--- src/rtl/demux_rr_scheduler_pkg.sv ---
// Shared types and constants for the round-robin demux scheduler.
package demux_sched_pkg;

    localparam int NUM_CH = 8;
    localparam int SEL_W  = 3;

    typedef enum logic {
        EMPTY = 1'b0,
        FULL  = 1'b1
    } state_t;

    function automatic logic [NUM_CH-1:0] onehot(input logic [SEL_W-1:0] idx);
        return NUM_CH'(1) << idx;
    endfunction

endpackage

--- src/rtl/demux_rr_scheduler_if.sv ---
// Producer/consumer bus of the demux scheduler; master is the environment, slave the scheduler.
// The drop pulse exists only when DEMUX_SCHED_TIMEOUT_EN is defined.
interface demux_rr_scheduler_if
    import demux_sched_pkg::*;
#(
    parameter int W = 8
);

    logic              in_valid;
    logic [W-1:0]      in_data;
    logic              in_ready;
    logic [NUM_CH-1:0] chan_en;
    logic [SEL_W-1:0]  sel;
    logic [NUM_CH-1:0] out_valid;
    logic [W-1:0]      out_data;
    logic [NUM_CH-1:0] out_ready;
`ifdef DEMUX_SCHED_TIMEOUT_EN
    logic              drop;
`endif

    modport master (
        output in_valid, in_data, chan_en, out_ready,
        input  in_ready, sel, out_valid, out_data
`ifdef DEMUX_SCHED_TIMEOUT_EN
        , input drop
`endif
    );

    modport slave (
        input  in_valid, in_data, chan_en, out_ready,
        output in_ready, sel, out_valid, out_data
`ifdef DEMUX_SCHED_TIMEOUT_EN
        , output drop
`endif
    );

endinterface

--- src/rtl/demux_rr_scheduler_rr_pick.sv ---
// Rotate-priority finder: first set bit of mask at or after ptr, wrapping modulo NUM_CH.
module rr_pick
    import demux_sched_pkg::*;
(
    input  logic [SEL_W-1:0]  ptr,
    input  logic [NUM_CH-1:0] mask,
    output logic [SEL_W-1:0]  idx,
    output logic              any
);

    logic [SEL_W-1:0] cand;

    // Scan from the far end back toward ptr so the nearest enabled channel wins.
    always_comb begin
        idx  = ptr;
        any  = 1'b0;
        cand = ptr;
        for (int k = NUM_CH - 1; k >= 0; k--) begin
            cand = ptr + SEL_W'(k);
            if (mask[cand]) begin
                idx = cand;
                any = 1'b1;
            end
        end
    end

endmodule

--- src/rtl/demux_rr_scheduler.sv ---
// Round-robin scheduler for the 1-to-8 demux: single-entry hold register, rotating channel pick.
// Optional stall timeout with drop pulse under DEMUX_SCHED_TIMEOUT_EN.
module demux_rr_scheduler
    import demux_sched_pkg::*;
#(
    parameter int W = 8
`ifdef DEMUX_SCHED_TIMEOUT_EN
    , parameter int TIMEOUT = 16
`endif
)(
    input  logic                 clk,
    input  logic                 rst,
    demux_rr_scheduler_if.slave  bus
);

    state_t            state_p0;
    logic [SEL_W-1:0]  ptr;
    logic [SEL_W-1:0]  sel_p0;
    logic [NUM_CH-1:0] vld_p0;
    logic [W-1:0]      data_p0;
    logic              rst_done;

    logic [SEL_W-1:0]  pick;
    logic              any;
    logic              fire;
    logic              release_now;
    logic              ready;
    logic              accept;

    rr_pick u_pick (
        .ptr  (ptr),
        .mask (bus.chan_en),
        .idx  (pick),
        .any  (any)
    );

    assign fire = (state_p0 == FULL) && bus.out_ready[sel_p0];

`ifdef DEMUX_SCHED_TIMEOUT_EN
    localparam int CNT_W = $clog2(TIMEOUT + 1);

    logic [CNT_W-1:0] stall_cnt;
    logic             stall;
    logic             hit;
    logic             drop_p0;

    assign stall       = (state_p0 == FULL) && !bus.out_ready[sel_p0];
    assign hit         = stall && (stall_cnt == CNT_W'(TIMEOUT - 1));
    // A timeout edge frees the register just like a fire, so a new item may load on it.
    assign release_now = fire || hit;
`else
    assign release_now = fire;
`endif

    // rst_done keeps in_ready low until the first edge after reset is released.
    assign ready  = rst_done && ((state_p0 == EMPTY) || release_now) && any;
    assign accept = bus.in_valid && ready;

    // Stage p0: hold register, channel select and rotation pointer.
    always_ff @(posedge clk or posedge rst) begin
        if (rst) begin
            state_p0 <= EMPTY;
            ptr      <= '0;
            sel_p0   <= '0;
            vld_p0   <= '0;
            data_p0  <= '0;
            rst_done <= 1'b0;
`ifdef DEMUX_SCHED_TIMEOUT_EN
            stall_cnt <= '0;
            drop_p0   <= 1'b0;
`endif
        end else begin
            rst_done <= 1'b1;
            if (accept) begin
                state_p0 <= FULL;
                data_p0  <= bus.in_data;
                sel_p0   <= pick;
                ptr      <= pick + SEL_W'(1);
                vld_p0   <= onehot(pick);
            end else if (release_now) begin
                state_p0 <= EMPTY;
                vld_p0   <= '0;
                data_p0  <= '0;
            end
`ifdef DEMUX_SCHED_TIMEOUT_EN
            drop_p0 <= hit;
            if (accept)
                stall_cnt <= '0;
            else if (stall && !hit)
                stall_cnt <= stall_cnt + CNT_W'(1);
`endif
        end
    end

    assign bus.in_ready  = ready;
    assign bus.sel       = sel_p0;
    assign bus.out_valid = vld_p0;
    assign bus.out_data  = data_p0;
`ifdef DEMUX_SCHED_TIMEOUT_EN
    assign bus.drop      = drop_p0;
`endif

endmodule

--- src/flat_wrapper.sv ---
// flat-port wrapper written by rule: the top's interface ports become plain ports
module demux_rr_scheduler_flat import demux_sched_pkg::*;
#(
    parameter int W = 8

)
  (clk, rst, bus_in_valid, bus_in_data, bus_chan_en, bus_out_ready, bus_in_ready, bus_sel, bus_out_valid, bus_out_data);
  demux_rr_scheduler_if #(.W(W)) bus_i ();
  input  logic clk;
  input  logic rst;
  input wire logic [$bits(bus_i.in_valid)-1:0] bus_in_valid;
  input wire logic [$bits(bus_i.in_data)-1:0] bus_in_data;
  input wire logic [$bits(bus_i.chan_en)-1:0] bus_chan_en;
  input wire logic [$bits(bus_i.out_ready)-1:0] bus_out_ready;
  output wire logic [$bits(bus_i.in_ready)-1:0] bus_in_ready;
  output wire logic [$bits(bus_i.sel)-1:0] bus_sel;
  output wire logic [$bits(bus_i.out_valid)-1:0] bus_out_valid;
  output wire logic [$bits(bus_i.out_data)-1:0] bus_out_data;
  assign bus_i.in_valid = bus_in_valid;
  assign bus_i.in_data = bus_in_data;
  assign bus_i.chan_en = bus_chan_en;
  assign bus_i.out_ready = bus_out_ready;
  assign bus_in_ready = bus_i.in_ready;
  assign bus_sel = bus_i.sel;
  assign bus_out_valid = bus_i.out_valid;
  assign bus_out_data = bus_i.out_data;
  demux_rr_scheduler #(.W(W)) u_core (.clk(clk), .rst(rst), .bus(bus_i));
endmodule
--- config.mk ---
export PLATFORM = sky130hd
export DESIGN_NAME = demux_rr_scheduler_flat
export DESIGN_NICKNAME = d
export VERILOG_FILES = /design/src/rtl/demux_rr_scheduler_pkg.sv /design/src/rtl/demux_rr_scheduler_if.sv /design/src/rtl/demux_rr_scheduler_rr_pick.sv /design/src/rtl/demux_rr_scheduler.sv /design/src/flat_wrapper.sv
export SDC_FILE = /design/constraint.sdc
export NUM_CORES = 1
export LEC_CHECK = 0
export CORE_ASPECT_RATIO = 1.4
export CORE_UTILIZATION = 44
export CTS_CLUSTER_SIZE = 10
export DETAILED_ROUTE_END_ITERATION = 6
export GPL_TIMING_DRIVEN = 0
export PLACE_DENSITY = 0.85
export REMOVE_ABC_BUFFERS = 1
export SLEW_MARGIN = 10
export SYNTH_ARGS = -nofsm -noshare
export SYNTH_HDL_FRONTEND = slang
export SYNTH_SLANG_ARGS = --single-unit
--- constraint.sdc ---
create_clock -name clk -period 3 [get_ports clk]
set_input_delay 0.6 -clock clk [delete_from_list [all_inputs] [get_ports clk]]
set_output_delay 0.6 -clock clk [all_outputs]
set_load 0.01 [all_outputs]
==> results.py <==
metrics = {
    "run_status": {
        "status": "finished, violations left",
        "violations": "setup timing",
    },
    "critical_path": {
        "cp.required_ps": 3160,
        "path_buf_inv": 2,
        "r2r_slack_ps": -30,
        "max_stage_delay_ps": 570,
        "r2r_end": "u_core.ptr[2]",
        "path_depth": 10,
        "path_cells": "buf_8, mux4_2, buf_4, nor2_2, o21ai_2, or3_4, nand2_1, ha_2, ha_4, mux2_2",
        "crit_path_max_fanout": 11,
        "crit_path_start_kind": "register",
        "endpoint_kind": "register",
        "timing.rr.start": "u_core.ptr[1]",
        "slowest_stage": "mux4_2",
        "rr_worst_depth": 10,
        "cp.arrival_ps": 3180,
        "critPathKind": "register to register",
        "path_delay_family": "multiplexers",
    },
    "synth": {
        "synth_area_leaders": "dfrtp_1 (34%), mux4_1 (7.3%), mux4_2 (6.3%)",
        "async_reset_ff_share_pct": 100,
        "synth_edf_count": 0,
        "synth_area_um2": 1790,
        "ys_warn_count": 0,
        "ys_ff_latch": 24,
        "synth_ff_type": "dfrtp_1",
        "ys_types": 47,
        "yosysTopAreaCell": "dfrtp_1",
        "netlist.area_leader.share_pct": 33.6,
        "ys_seq_area_share_pct": 33.6,
        "syn_inst": 157,
        "synth.avg_cell_area_um2": 11.4,
    },
    "hold_path": {
        "hp-class": "register to register",
        "min-delay-start": "u_core.bus.out_valid[2]",
        "hold_end": "u_core.bus.out_valid[2]",
        "hold_depth": 1,
    },
    "final_layout": {
        "fillers": 292,
        "syn_to_final_growth_pct": 48.4,
        "final_nets": 260,
        "final-seq-area_um2": 607,
        "final_layout_size_suffix_gt1_share_pct": 36.6,
        "fin_cells": 267,
        "multiInputGateArea_um2": 1250,
        "n_antenna_cell": 0,
    },
    "route": {
        "drt_iter0_markers": 37,
        "drt_wl_total_um": 4850,
        "routedWlPerCell_um": 18.2,
        "ant_nets": 0,
        "drc": 0,
        "via_count": 1610,
        "via_per_inst": 6.03,
        "drt_first_pass_iters": 5,
    },
    "floorplanning": {
        "initial_core_util_pct": 45.6,
        "die-area_um2": 4330,
        "rows": 27,
        "die_w_um": 55.9,
        "ios": 47,
        "core_um2": 3920,
        "die_h_um": 77.4,
    },
    "cts": {
        "holdBufCountCts": 0,
        "ctsRootBufferMaster": "clkbuf_8",
        "clock_path_buffers": 2,
        "cts_tree": "done",
        "numCtsBuffers": 3,
        "clock-sinks": 24,
        "clock_latency_ps": 260,
        "clk_pin_slew_ps": 80,
        "htreeDepth": 1,
    },
    "grt": {
        "grt.busiest_layer": "met2",
        "grt_pass1_wl_um": 7390,
        "grt_use_met2_pct": 41.4,
        "grtUsageMet3_pct": 3.83,
        "antenna_found_initial": 0,
        "grt_pass1_vias": 1635,
        "grt_max_degree": 25,
        "globalRouteOverflowTotal": 0,
        "grt_use_total_pct": 21.5,
        "globalRouteMet1Util_pct": 23.2,
    },
    "place": {
        "placed_cells": 238,
        "hpwlAfterDp_um": 2810,
        "port_buffers": 46,
        "gp_congestion": 0.878,
    },
    "sta": {
        "skew_ps": 1.79,
        "max_freq_ghz": 0.330,
        "period_share_pct": 101,
        "worst_pin_slew_ps": 1050,
        "finalHoldViolCount": 0,
        "period_minus_slack_ps": 3030,
        "relSlewSlack_pct": 30.2,
        "setup_ws_ps": -27.1,
        "setup_violations": 1,
        "rsz0062_at_grt": "true",
        "slew_violations": 0,
    },
    "job": {
        "drv_cap": 0,
    },
}
-- synthesized netlist by cell type, types with 4 or more instances --
| cell | n |
|---|---|
| nand2_1 | 8 |
| dfrtp_1 | 24 |
| a22o_1 | 7 |
| nor2_1 | 9 |
| inv_1 | 8 |
| mux4_1 | 5 |
| ha_1 | 8 |
| o21ai_0 | 10 |
| a31oi_1 | 5 |
| mux2i_1 | 7 |
| mux2_2 | 6 |
| mux4_2 | 5 |
| buf_6 | 4 |
| a21oi_1 | 5 |
-- through the flow --
step,util (%),cell area (um2),hold slack [ps],worst slack (ps),setup TNS [ps]
floorplan,-,1720,522,-160,-839
global placement,57.1,2240,474,-702,-14210
detailed placement,57.1,2240,478,-757,-15920
CTS,65.7,2570,501,4.35,0
global route,67.7,2650,524,-84.1,-380
finish,67.7,2650,499,-27.1,-27.1
-- logic make-up (layout without fill, tap and decap cells) --
kind of cell / Yosys count / after routing / share of synthesized area, %
xor+xnor: 4 / 4 / 1.96
compound gates: 52 / 53 / 23.4
buf+inv: 16 / 82 / 5.32
fa+ha+maj: 8 / 8 / 5.60
other cells: 1 / 1 / 0.210
simple gates: 28 / 28 / 7.77
flops: 24 / 24 / 33.6
mux: 24 / 24 / 22.1
-- metal layers --
metal	wire length (um)	up-vias	part of all wire (%)
met3	307	13	6.3
met4	125	0	2.6
li1	-	741	-
met5	0	-	0
met1	1770	778	37
met2	2650	78	55
-- area by class of cell --
| type | count | share of cell area [%] |
|---|---|---|
| Inverter | 8 | 1.23 |
| Timing Repair Buffer | 70 | 24.8 |
| Multi-Input combinational cell | 118 | 47.0 |
| Tap cell | 43 | 2.03 |
| Sequential cell | 24 | 22.9 |
| Clock buffer | 4 | 2.07 |
-- worst max path at each step --
| stage | from | to | slack, ps |
|---|---|---|---|
| final | u_core.ptr[1] | u_core.ptr[2] | -30 |
| after global routing | u_core.ptr[1] | u_core.ptr[2] | -80 |
| after CTS | u_core.ptr[1] | u_core.ptr[2] | 4 |
| after detailed placement | bus_chan_en[2] | u_core.ptr[2] | -760 |
| after global placement | bus_chan_en[2] | u_core.ptr[2] | -700 |
| after floorplan | u_core.ptr[1] | u_core.ptr[2] | -160 |
-- sequential cells by signal, summed over array words and instances, names as in the netlist --
register,flops
u_core.bus.sel,3
u_core.rst_done,1
u_core.ptr,3
u_core.bus.out_data,8
u_core.state_p0,1
u_core.bus.out_valid,8
-- timing repair --
action / in CTS / in global routing
pin swaps: 5 / 3
resized for setup: 49 / 15
setup endpoints to repair: 24 / 9
setup buffers: 21 / 3
gates cloned: 1 / 0
endpoints found under the hold margin: 0 / 0
-- cells in the final DEF, fill, tap and decap left out, drive strengths merged, types with 2 or more instances in the layout --
| cell type | instances |
|---|---|
| a22o | 10 |
| inv | 8 |
| nor2 | 9 |
| dfrtp | 24 |
| dlygate4sd2 | 8 |
| a21oi | 6 |
| buf | 24 |
| a22oi | 2 |
| clkdlybuf4s50 | 37 |
| a32oi | 2 |
| and3 | 2 |
| ha | 8 |
| nand2b | 2 |
| mux4 | 10 |
| o21ai | 10 |
| a311oi | 2 |
| o2bb2ai | 3 |
| a32o | 3 |
| nand2 | 8 |
| xor2 | 2 |
| xnor2 | 2 |
| clkbuf | 5 |
| mux2i | 8 |
| mux2 | 6 |
| a31oi | 5 |
| nor2b | 2 |
| o22ai | 2 |
Power is not shown: default switching activity piles up to over one toggle a cycle in this logic, so the estimate is an artifact.
